==> src/rtl/oflow_feature_extraction_pipe_if.sv <==
`default_nettype none
`timescale 1ns/1ps
// ============================================================================
// Module      : oflow_feature_extraction_pipe_if
// Description : Bbox input stream and feature output stream of the feature
//               extraction pipe, grouped into one bundle.
//               slave  : the feature extraction pipe (consumes bbox, produces
//                        features)
//               master : the environment (bbox buffer + registration)
// Revision    : 1.0 - initial release
// ============================================================================
interface oflow_feature_extraction_pipe_if #(
    parameter int COORD_W = 11,
    parameter int DIM_W   = 8,
    parameter int COLOR_W = 24,
    parameter int CNT_W   = 8
);
    localparam int BBOX_W = 2*COORD_W + 2*DIM_W + 2*COLOR_W;

    // bbox stream {x_tl,y_tl,width,height,color1,color2}
    logic [BBOX_W-1:0]    bbox;
    logic                 bbox_valid;
    logic                 bbox_ready;

    // feature stream (FIFO head)
    logic [2*COORD_W-1:0] cm_concate;
    logic [4*COORD_W-1:0] position_concate;
    logic [DIM_W-1:0]     width;
    logic [DIM_W-1:0]     height;
    logic [COLOR_W-1:0]   color1;
    logic [COLOR_W-1:0]   color2;
    logic [CNT_W-1:0]     obj_idx;
    logic                 clip;
    logic                 feat_valid;
    logic                 feat_ready;

    modport master (
        output bbox, bbox_valid, feat_ready,
        input  bbox_ready, cm_concate, position_concate, width, height,
               color1, color2, obj_idx, clip, feat_valid
    );

    modport slave (
        input  bbox, bbox_valid, feat_ready,
        output bbox_ready, cm_concate, position_concate, width, height,
               color1, color2, obj_idx, clip, feat_valid
    );
endinterface
`default_nettype wire

==> src/rtl/oflow_feature_extraction_pipe.sv <==
`default_nettype none
`timescale 1ns/1ps
// ============================================================================
// Module      : oflow_feature_extraction_pipe
// Description : Batch feature extractor. Accepts num_obj bbox vectors, computes
//               bottom-right corner and centre of mass per object through one
//               register stage, and queues the results in an output FIFO for
//               registration. Pulses done_fe once every object has been popped.
// Build macro : OFLOW_FE_CLAMP_EN - saturate x_br/y_br/x_cm/y_cm at
//               X_MAX/Y_MAX and flag clip; otherwise sums wrap and clip is 0.
// Ports       : clk, reset_N (async active-low)
//               start_fe/num_obj/abort_fe - batch control from core_fsm
//               bus (slave)              - bbox in, feature FIFO head out
//               busy, done_fe            - batch status to core_fsm
// Revision    : 1.0 - initial release
// ============================================================================
module oflow_feature_extraction_pipe #(
    parameter int COORD_W    = 11,
    parameter int DIM_W      = 8,
    parameter int COLOR_W    = 24,
    parameter int FIFO_DEPTH = 4,
    parameter int CNT_W      = 8,
    parameter int X_MAX      = 2047,
    parameter int Y_MAX      = 2047
) (
    input  logic                 clk,
    input  logic                 reset_N,
    input  logic                 start_fe,
    input  logic [CNT_W-1:0]     num_obj,
    input  logic                 abort_fe,
    oflow_feature_extraction_pipe_if.slave bus,
    output logic                 busy,
    output logic                 done_fe
);
    localparam int BBOX_W = 2*COORD_W + 2*DIM_W + 2*COLOR_W;
    localparam int ENT_W  = 6*COORD_W + 2*DIM_W + 2*COLOR_W + 1;
    localparam int PTR_W  = $clog2(FIFO_DEPTH);
    localparam logic [COORD_W:0] c_X_LIM = (COORD_W+1)'(X_MAX);
    localparam logic [COORD_W:0] c_Y_LIM = (COORD_W+1)'(Y_MAX);
`ifdef OFLOW_FE_CLAMP_EN
    localparam bit c_CLAMP_EN = 1'b1;
`else
    localparam bit c_CLAMP_EN = 1'b0;
`endif

    typedef enum logic [1:0] {
        S_IDLE = 2'd0,
        S_RUN  = 2'd1,
        S_DONE = 2'd2
    } state_t;

    state_t              state_q, state_d;
    logic [CNT_W-1:0]    num_q, acc_q, pop_q;
    logic                s1_valid_q;
    logic [ENT_W-1:0]    s1_data_q;
    logic [ENT_W-1:0]    mem_q [FIFO_DEPTH];
    logic [PTR_W-1:0]    wr_ptr_q, rd_ptr_q;
    logic [PTR_W:0]      cnt_q;

    // Returns {clip, value}; saturation only when the clamp build is enabled.
    function automatic logic [COORD_W:0] sat(input logic [COORD_W:0] sum,
                                             input logic [COORD_W:0] lim);
        if (c_CLAMP_EN && (sum > lim))
            sat = {1'b1, lim[COORD_W-1:0]};
        else
            sat = {1'b0, sum[COORD_W-1:0]};
    endfunction

    // ---------------- bbox unpack and arithmetic ----------------
    logic [COORD_W-1:0] w_x_tl, w_y_tl;
    logic [DIM_W-1:0]   w_wid, w_hgt;
    logic [COLOR_W-1:0] w_c1, w_c2;
    logic [COORD_W:0]   w_xbr, w_ybr, w_xcm, w_ycm;
    logic               w_clip;
    logic [ENT_W-1:0]   w_entry;

    assign w_x_tl = bus.bbox[BBOX_W-1 -: COORD_W];
    assign w_y_tl = bus.bbox[BBOX_W-COORD_W-1 -: COORD_W];
    assign w_wid  = bus.bbox[2*COLOR_W+2*DIM_W-1 -: DIM_W];
    assign w_hgt  = bus.bbox[2*COLOR_W+DIM_W-1 -: DIM_W];
    assign w_c1   = bus.bbox[2*COLOR_W-1 -: COLOR_W];
    assign w_c2   = bus.bbox[COLOR_W-1:0];

    // One extra bit of headroom so overflow is visible to the clamp.
    assign w_xbr = sat({1'b0, w_x_tl} + (COORD_W+1)'(w_wid), c_X_LIM);
    assign w_ybr = sat({1'b0, w_y_tl} + (COORD_W+1)'(w_hgt), c_Y_LIM);
    assign w_xcm = sat({1'b0, w_x_tl} + (COORD_W+1)'(w_wid >> 1), c_X_LIM);
    assign w_ycm = sat({1'b0, w_y_tl} + (COORD_W+1)'(w_hgt >> 1), c_Y_LIM);
    assign w_clip = w_xbr[COORD_W] | w_ybr[COORD_W] | w_xcm[COORD_W] | w_ycm[COORD_W];

    assign w_entry = {w_xcm[COORD_W-1:0], w_ycm[COORD_W-1:0],
                      w_x_tl, w_y_tl, w_xbr[COORD_W-1:0], w_ybr[COORD_W-1:0],
                      w_wid, w_hgt, w_c1, w_c2, w_clip};

    // ---------------- handshakes ----------------
    logic [PTR_W+1:0] w_occ;
    logic             w_accept, w_pop, w_push;
    logic [ENT_W-1:0] w_head;

    // Stage-1 counts as occupied so a FIFO slot is always reserved for it.
    assign w_occ          = (PTR_W+2)'(cnt_q) + (PTR_W+2)'(s1_valid_q);
    assign bus.bbox_ready = (state_q == S_RUN) && (acc_q < num_q) &&
                            (w_occ < (PTR_W+2)'(FIFO_DEPTH));
    assign w_accept       = bus.bbox_valid && bus.bbox_ready;
    assign bus.feat_valid = (cnt_q != '0);
    assign w_pop          = bus.feat_valid && bus.feat_ready;
    assign w_push         = s1_valid_q;

    assign w_head = mem_q[rd_ptr_q];
    assign {bus.cm_concate, bus.position_concate, bus.width, bus.height,
            bus.color1, bus.color2, bus.clip} = w_head;
    assign bus.obj_idx = pop_q;

    assign busy    = (state_q != S_IDLE);
    assign done_fe = (state_q == S_DONE);

    // ---------------- FSM ----------------
    always_comb begin
        state_d = state_q;
        case (state_q)
            S_IDLE: if (start_fe) state_d = (num_obj == '0) ? S_DONE : S_RUN;
            S_RUN:  if (w_pop && ((pop_q + CNT_W'(1)) == num_q)) state_d = S_DONE;
            S_DONE: state_d = S_IDLE;
            default: state_d = S_IDLE;
        endcase
        if (abort_fe) state_d = S_IDLE;
    end

    always_ff @(posedge clk or negedge reset_N) begin
        if (!reset_N) state_q <= S_IDLE;
        else          state_q <= state_d;
    end

    // ---------------- counters, stage-1, FIFO control ----------------
    always_ff @(posedge clk or negedge reset_N) begin
        if (!reset_N) begin
            num_q      <= '0;
            acc_q      <= '0;
            pop_q      <= '0;
            s1_valid_q <= 1'b0;
            s1_data_q  <= '0;
            wr_ptr_q   <= '0;
            rd_ptr_q   <= '0;
            cnt_q      <= '0;
        end else if (abort_fe) begin
            num_q      <= '0;
            acc_q      <= '0;
            pop_q      <= '0;
            s1_valid_q <= 1'b0;
            wr_ptr_q   <= '0;
            rd_ptr_q   <= '0;
            cnt_q      <= '0;
        end else begin
            if ((state_q == S_IDLE) && start_fe) begin
                num_q <= num_obj;
                acc_q <= '0;
                pop_q <= '0;
            end
            if (w_accept) begin
                acc_q     <= acc_q + CNT_W'(1);
                s1_data_q <= w_entry;
            end
            s1_valid_q <= w_accept;
            if (w_push) wr_ptr_q <= wr_ptr_q + PTR_W'(1);
            if (w_pop) begin
                rd_ptr_q <= rd_ptr_q + PTR_W'(1);
                pop_q    <= pop_q + CNT_W'(1);
            end
            case ({w_push, w_pop})
                2'b10:   cnt_q <= cnt_q + (PTR_W+1)'(1);
                2'b01:   cnt_q <= cnt_q - (PTR_W+1)'(1);
                default: cnt_q <= cnt_q;
            endcase
        end
    end

    // Storage is reset so the head outputs read as zero out of reset.
    always_ff @(posedge clk or negedge reset_N) begin
        if (!reset_N) begin
            for (int i = 0; i < FIFO_DEPTH; i++) mem_q[i] <= '0;
        end else if (w_push && !abort_fe) begin
            mem_q[wr_ptr_q] <= s1_data_q;
        end
    end
endmodule
`default_nettype wire

==> src/flat_wrapper.sv <==
// flat-port wrapper written by rule: the top's interface ports become plain ports
module oflow_feature_extraction_pipe_flat 
#(
    parameter int COORD_W    = 11,
    parameter int DIM_W      = 8,
    parameter int COLOR_W    = 24,
    parameter int FIFO_DEPTH = 4,
    parameter int CNT_W      = 8,
    parameter int X_MAX      = 2047,
    parameter int Y_MAX      = 2047
)
  (clk, reset_N, start_fe, num_obj, abort_fe, busy, done_fe, bus_bbox, bus_bbox_valid, bus_feat_ready, bus_bbox_ready, bus_cm_concate, bus_position_concate, bus_width, bus_height, bus_color1, bus_color2, bus_obj_idx, bus_clip, bus_feat_valid);
  oflow_feature_extraction_pipe_if #(.COORD_W(COORD_W), .DIM_W(DIM_W), .COLOR_W(COLOR_W), .CNT_W(CNT_W)) bus_i ();
  input  logic clk;
  input  logic reset_N;
  input  logic start_fe;
  input  logic [CNT_W-1:0] num_obj;
  input  logic abort_fe;
  output logic busy;
  output logic done_fe;
  input wire logic [$bits(bus_i.bbox)-1:0] bus_bbox;
  input wire logic [$bits(bus_i.bbox_valid)-1:0] bus_bbox_valid;
  input wire logic [$bits(bus_i.feat_ready)-1:0] bus_feat_ready;
  output wire logic [$bits(bus_i.bbox_ready)-1:0] bus_bbox_ready;
  output wire logic [$bits(bus_i.cm_concate)-1:0] bus_cm_concate;
  output wire logic [$bits(bus_i.position_concate)-1:0] bus_position_concate;
  output wire logic [$bits(bus_i.width)-1:0] bus_width;
  output wire logic [$bits(bus_i.height)-1:0] bus_height;
  output wire logic [$bits(bus_i.color1)-1:0] bus_color1;
  output wire logic [$bits(bus_i.color2)-1:0] bus_color2;
  output wire logic [$bits(bus_i.obj_idx)-1:0] bus_obj_idx;
  output wire logic [$bits(bus_i.clip)-1:0] bus_clip;
  output wire logic [$bits(bus_i.feat_valid)-1:0] bus_feat_valid;
  assign bus_i.bbox = bus_bbox;
  assign bus_i.bbox_valid = bus_bbox_valid;
  assign bus_i.feat_ready = bus_feat_ready;
  assign bus_bbox_ready = bus_i.bbox_ready;
  assign bus_cm_concate = bus_i.cm_concate;
  assign bus_position_concate = bus_i.position_concate;
  assign bus_width = bus_i.width;
  assign bus_height = bus_i.height;
  assign bus_color1 = bus_i.color1;
  assign bus_color2 = bus_i.color2;
  assign bus_obj_idx = bus_i.obj_idx;
  assign bus_clip = bus_i.clip;
  assign bus_feat_valid = bus_i.feat_valid;
  oflow_feature_extraction_pipe #(.COORD_W(COORD_W), .DIM_W(DIM_W), .COLOR_W(COLOR_W), .FIFO_DEPTH(FIFO_DEPTH), .CNT_W(CNT_W), .X_MAX(X_MAX), .Y_MAX(Y_MAX)) u_core (.clk(clk), .reset_N(reset_N), .start_fe(start_fe), .num_obj(num_obj), .abort_fe(abort_fe), .bus(bus_i), .busy(busy), .done_fe(done_fe));
endmodule
==> config.mk <==
export PLATFORM = sky130hd
export DESIGN_NAME = oflow_feature_extraction_pipe_flat
export DESIGN_NICKNAME = d
export VERILOG_FILES = /design/src/rtl/oflow_feature_extraction_pipe_if.sv /design/src/rtl/oflow_feature_extraction_pipe.sv /design/src/flat_wrapper.sv
export SDC_FILE = /design/constraint.sdc
export NUM_CORES = 1
export LEC_CHECK = 0
export ABC_AREA = 0
export BUFFER_PORTS_ARGS = -buffer_cell sky130_fd_sc_hd__buf_2
export CAP_MARGIN = 20
export CORE_MARGIN = 2
export CORE_UTILIZATION = 60
export CTS_CLUSTER_SIZE = 14
export DETAILED_ROUTE_END_ITERATION = 8
export PLACE_DENSITY = 0.87
export SLEW_MARGIN = 15
export SYNTH_ARGS = -nofsm -noshare
export SYNTH_HDL_FRONTEND = slang
export SYNTH_SLANG_ARGS = --single-unit
==> constraint.sdc <==
create_clock -name clk -period 2.65 [get_ports clk]
set_input_delay 0.53 -clock clk [delete_from_list [all_inputs] [get_ports clk]]
set_output_delay 0.53 -clock clk [all_outputs]
set_load 0.02 [all_outputs]
==> results of run 1 <==
cell usage after synthesis, types with 3 or more instances:
cell type	count	share of area
nor4_1	9	0.0018
xnor2_1	28	0.0080
xor2_1	20	0.0057
a22o_1	4	0.0011
inv_1	22	0.0027
ha_1	43	0.018
and3_1	4	0.00082
buf_2	62	0.010
dfrtp_1	684	0.56
nor2_1	36	0.0044
nand2_1	72	0.0088
a21oi_1	25	0.0041
mux2_1	6	0.0022
o211ai_1	5	0.0012
o31ai_1	7	0.0017
a31oi_1	4	0.00082
nand3_1	18	0.0029
nor3b_1	3	0.00073
mux2_4	70	0.034
mux2_2	538	0.20
nand2b_1	5	0.0010
mux4_2	130	0.095
buf_1	4	0.00049
fa_1	5	0.0033
o21a_1	3	0.00073
clkbuf_1	39	0.0048
nor3_1	10	0.0016
o21bai_1	4	0.00098
o21ai_0	63	0.010
a211oi_1	6	0.0015
o21ai_1	7	0.0011
nor2b_1	4	0.00082
a21o_1	7	0.0017
buf_6	9	0.0033
or3_1	6	0.0012
routing by layer:
metal | global-route usage | part of all wire
met4 | 0.117 | 0.037
met2 | 0.487 | 0.51
met5 | 0 | 0.00029
met1 | 0.372 | 0.40
met3 | 0.0658 | 0.059
through the flow:
stage           util  instance area, um2  TNS, ns  power (mW)
2_1_floorplan      -               30700        0        20.5
3_3_place_gp   0.657               33000        0        23.5
3_5_place_dp   0.657               33000        0        24.1
4_1_cts        0.725               36500   -12.84        36.4
5_1_grt        0.729               36600   -17.14        37.9
6_report       0.729               36600    -8.69        36.4
worst max-delay path: cells and delay by family (launching register included):
kind                   cells  cell delay [ns]
multiplexers               1             0.47
flip-flops                 1             0.49
buffers and inverters      5             0.71
cell type report:
class	count	area [um2]	share of cell area
Antenna cell	2	5.00	0.000137
Clock buffer	99	2020	0.0552
Clock inverter	27	395	0.0108
Inverter	23	86.3	0.00236
Multi-Input combinational cell	1164	13000	0.354
Sequential cell	684	17100	0.468
Tap cell	672	841	0.0230
Timing Repair Buffer	329	3190	0.0872
path summary, 6_finish.rpt:
check / from / endpoint / slack [ns] / cells after the start
setup / recovery: u_core.rd_ptr_q[0] / bus_position_concate[31] / -0.16 / 6
hold / removal: bus_bbox[13] / u_core.s1_data_q[14] / 0.14 / 2
setup reg to reg: u_core.num_q[2] / u_core.s1_data_q[46] / 0.12 / 10
hold reg to reg: u_core.mem_q[10] / u_core.mem_q[10] / 0.50 / 1
max in group asynchronous: reset_N / u_core.mem_q[512] / 1.27 / 3
min in group asynchronous: reset_N / u_core.mem_q[238] / 0.46 / 2
power groups by stage:
stage / Clock, mW / Sequential, mW / Combinational (mW)
final: 10.3 / 14.6 / 11.5
after global routing: 10.9 / 14.9 / 12.1
after CTS: 10.5 / 14.5 / 11.4
after detailed placement: 0 / 14.7 / 9.39
after global placement: 0 / 14.4 / 9.16
after floorplan: 0 / 13.8 / 6.64
state kept, by name, indices dropped and copies added (netlist names):
name                cells
u_core.mem_q          520
u_core.s1_data_q      130
u_core.acc_q            8
u_core.bus.obj_idx      8
u_core.num_q            8
u_core.cnt_q            3
u_core.rd_ptr_q         2
u_core.state_q          2
u_core.wr_ptr_q         2
u_core.s1_valid_q       1
cells by family after synthesis:
family                   Yosys count
multiplexers                     746
flip-flops                       684
AND/OR/NAND/NOR                  176
AO/OA/AOI/OAI                    145
buffers and inverters            138
adder cells (fa/ha/maj)           48
XOR/XNOR                          48
other                              1
timing repair:
item                       4_1_cts  5_1_grt
pin swaps                        1        4
hold endpoints to repair        56        0
buffers inserted                17        7
setup endpoints to repair      125      133
resized for setup              179       23
hold buffers                     1        0
gates cloned                    10        2
==> run metrics, run 1 <==
Post-Synth XOR/XNOR Area 0.0137; RD Place Congestion 0.909; number of global-route vias before repair 20.6k; first-pass GRT wire length 118000 um; Clock Pin Slew Worst Setup and Hold Paths 0.07 ns; IO Port Bufs between 200 and 250; sequential power share 0.401; vias per inst 6.22; status finished, violations left; failing checks negative setup slack; mux cell area share after synthesis 0.330; Yosys cell types 54; register area share after synthesis 0.558; DRT Pass-1 Iters 5; relative slew slack 0.495; clock sinks 684; Setup violations, final 106; CP Max Fanout 4; post-DP HPWL 45800 um; fmax 356 MHz; Synth Area in Compound Gates 0.0290; min cycle time layout 2.81 ns; die height 230 um; Setup crit start kind flop; measured slew at the worst slew-check pin 0.755 ns; layout cell share with drive strength beyond 1 0.515; leakage power total between 15 and 20 nW; Comb pwr share 0.315; CTS tree done; Worst path max stage delay 0.49 ns; Placed Instances 2836; grt ovf 0; post-route ant nets 0; arrival time at the worst endpoint 2.28 ns; routed vias ~19k; max-slew violations 0; Area Growth Syn to Fin 19.4%; Synth Register Bits 684; I/O pin cnt 243; Warnings, synthesis 0; final std cells w/o fill 3000; Worst Setup Slack, final -0.155 ns; Fin. Hold Viols 0; Total Routing Usage GR 0.291; area fraction in and, or, nand and nor cells after synthesis 0.0267; CTS Buffer Depth 3; largest family of logic cells by synthesized area multiplexers; most common cell type on the critical path buf_12; crit path cell chain buf_12 -> buf_12 -> buf_12 -> buf_16 -> mux4_2 -> buf_6; post-place setup slack roughly 0.051 ns; antenna violations before repair 4; Sw Share 0.318; Detailed Route Iter0 Violations 1131; Post-synth EDFFs 0; P_int 24.9 mW; most frequent cells in the layout dfrtp_1 (681), mux2_2 (538), buf_2 (158), mux4_2 (130), buf_6 (81); MaxCap Viol Count 0; Synth Net Count between 2k and 2.5k; Wirelength per Cell 25.0 um; cells after synthesis a little under 2k; die area 53000 um2; H-tree depth 3; root buffer cell clkbuf_16; maximum VDD drop 657 uV; top_reg_cell synth dfrtp_1; synthesized area 30700 um2; Critical Setup Path Class reg2out; TritonCTS Buffers 72; Rows 82; worst path required time between 2 and 2.5 ns; power per cell area 995 nW/um2; clock network fraction of design power 0.284; RSZ-0062 raised after global routing true; most common cell after layout, fill and taps aside dfrtp_1; area of the core ~50000 um2; Hold Path Class in2reg; period utilisation layout 1.06; WL final 75000 um; DIE WIDTH 230 um; hold_ws 0.138 ns; Nets 2422; Crit. End Element primary output; skew final 0.0272 ns; Post-Synth Adder-Cell Area 0.0208; Filler cells 2943; synthesized area per cell about 15 um2; DRC Markers 0; starting density of the core 0.610; Post-synth ARST share 1.00; Crit-path slowest cell dfrtp_4; sw power 11.6 mW; largest net degree at the start of global routing 78; Worst-Skew Late Latency around 0.62 ns
Power figures use the tool's default switching activity.
==> inputs of run 2 (changes only) <==
--- a/config.mk
+++ b/config.mk
@@ -12,8 +12,10 @@
 export CORE_UTILIZATION = 60
 export CTS_CLUSTER_SIZE = 14
 export DETAILED_ROUTE_END_ITERATION = 8
+export GPL_TIMING_DRIVEN = 0
 export PLACE_DENSITY = 0.87
 export SLEW_MARGIN = 15
 export SYNTH_ARGS = -nofsm -noshare
 export SYNTH_HDL_FRONTEND = slang
 export SYNTH_SLANG_ARGS = --single-unit
+export TNS_END_PERCENT = 20
==> run 2 against run 1 <==
The flow still finishes with violations (negative setup slack). Fmax rose by 2.5%. Utilization fell by 1.3 points. Largest cell class unchanged. Highest routed layer unchanged. Cell count rose by 1.3%. Non-clock buffer count rose by 44. Wire length fell by 2.3%. Sequential power barely moved. Power fell by 3.6%.
==> run metrics, run 2 (synthesis gave the netlist of run 1 again) <==
Worst-Skew Late Latency about 0.6 ns; Placed Instances 2902; Worst Setup Slack, final -0.0873 ns; die area ~53000 um2; arrival time at the worst endpoint between 2 and 2.5 ns; final core occ 0.716; starting density of the core 0.610; leakage power total roughly 18 nW; TNS Setup -2.71 ns; routed vias 18.6k; Critical Setup Path Class reg2out; Setup crit start kind flop; status finished, violations left; max reg flops 520; vias per inst 6.11; period utilisation layout 1.03; Detailed Route Iter0 Violations 1118; die height 230 um; Rows roughly 80; max-slew violations 0; Clock Pin Slew Worst Setup and Hold Paths 0.06 ns; largest net degree at the start of global routing 114; number of global-route vias before repair 20.1k; Wirelength per Cell 24.1 um; min cycle time layout about 2.7 ns; H-tree depth 3; Largest regs u_core.mem_q: 520 flops, u_core.s1_data_q: 130 flops; Area Growth Syn to Fin 17.3%; Crit-path slowest cell mux4_2; fmax 365 MHz; I/O pin cnt 243; clock sinks 684; CTS tree done; root buffer cell clkbuf_16; failing checks negative setup slack; relative slew slack 0.483; Fin. Hold Viols 0; maximum VDD drop around 700 uV; RD Place Congestion approximately 0.87; CTS Buffer Depth 3; CP Max Fanout 9; TritonCTS Buffers 71; area of the core 50300 um2; DRC Markers 0; Largest Register u_core.mem_q; RSZ-0062 raised after global routing true; post-place setup slack -0.687 ns; skew final 0.0241 ns; first-pass GRT wire length ~120000 um; crit path cell chain buf_12 -> clkbuf_16 -> clkbuf_16 -> mux4_2 -> buf_2; DIE WIDTH 230 um; Worst path max stage delay 0.52 ns; measured slew at the worst slew-check pin 0.776 ns; DRT Pass-1 Iters 7; post-route ant nets 0; MaxCap Viol Count 0; Total Routing Usage GR 0.283; power per cell area 976 nW/um2; layout cell share with drive strength beyond 1 0.511; antenna violations before repair 7; most frequent cells in the layout dfrtp_1 (682), mux2_2 (538), buf_2 (247), mux4_2 (130), clkbuf_16 (78); final std cells w/o fill 3038; Crit. End Element primary output; post-DP HPWL ~50000 um; Setup violations, final 73; worst path bufs/invs 4; grt ovf 0; IO Port Bufs 238; Top delay family on crit path buffers and inverters; most common cell type on the critical path clkbuf_16; most common cell after layout, fill and taps aside dfrtp_1; WL final 73300 um; worst path required time 2.12 ns; Nets 2465; Hold Path Class in2reg
## run 2: cell count changes in the layout (fill, tap and decap cells not counted), sizes merged, moves of 2 or more
cell and delta:
buf +5, bufinv -2, clkinv -5, clkinvlp -2, clkbuf +43
## run 2: through the flow
stage | total power, mW | area, um2 | hold WS (ns)
finish | 35.1 | 36000 | 0.150
global route | 36.7 | 36000 | 0.139
floorplan | 20.5 | 30700 | 0.234
global placement | 23.3 | 32700 | 0.481
detailed placement | 23.9 | 32900 | 0.487
CTS | 35.2 | 35900 | 0.123
## run 2: worst paths after layout
check | startpoint | to | slack, ns | cells past startpoint
min reg2reg | u_core.mem_q[179] | u_core.mem_q[179] | 0.50 | 1
max in group asynchronous | reset_N | u_core.s1_data_q[30] | 0.68 | 4
max reg2reg | u_core.num_q[4] | u_core.s1_data_q[109] | 0.06 | 9
max | u_core.rd_ptr_q[0] | bus_position_concate[32] | -0.09 | 5
min | num_obj[4] | u_core.num_q[4] | 0.15 | 3
min in group asynchronous | reset_N | u_core.mem_q[127] | 0.57 | 2
## run 2: metal layers
metal	GRT usage	vias up	routed length, um	share of wire
met5	0	-	46	0.00063
met4	0.107	8	2520	0.034
met3	0.0657	181	4580	0.063
met2	0.469	571	36700	0.50
met1	0.367	9824	29500	0.40
li1	-	7977	-	-
## run 2: where the power goes
group	total [mW]	internal (mW)	switching, mW
clock	10.2	6.11	4.05
sequential	14.6	12.5	2.05
combinational	10.4	5.46	4.95
## run 2: what timing repair did
| action | in CTS | in global routing |
|---|---|---|
| gates cloned | 4 | 3 |
| endpoints found under the setup margin | 204 | 201 |
| pin swaps | 1 | 0 |
| resized for setup | 138 | 28 |
| buffers inserted | 10 | 0 |
| hold endpoints to repair | 59 | 0 |
| hold buffers | 1 | 0 |
## run 2: final cells by class
cell class / instances / area [um2]
flip-flops and latches: 684 / 17100
fillers: 3116 / 14300
multi-input cells: 1164 / 12900
clock buffers: 102 / 2120
repair buffers: 260 / 1840
well taps: 672 / 841
plain buffers: 113 / 821
clock inverters: 17 / 253
inverters: 23 / 86.3
diodes: 3 / 7.51
## run 2: worst register-to-register path: cells and delay by family (launching register included)
kind / cells / cell delay, ns
buf+inv: 4 / 0.77
compound gates: 3 / 0.69
flops: 1 / 0.40
mux: 1 / 0.34
fa+ha+maj: 1 / 0.27
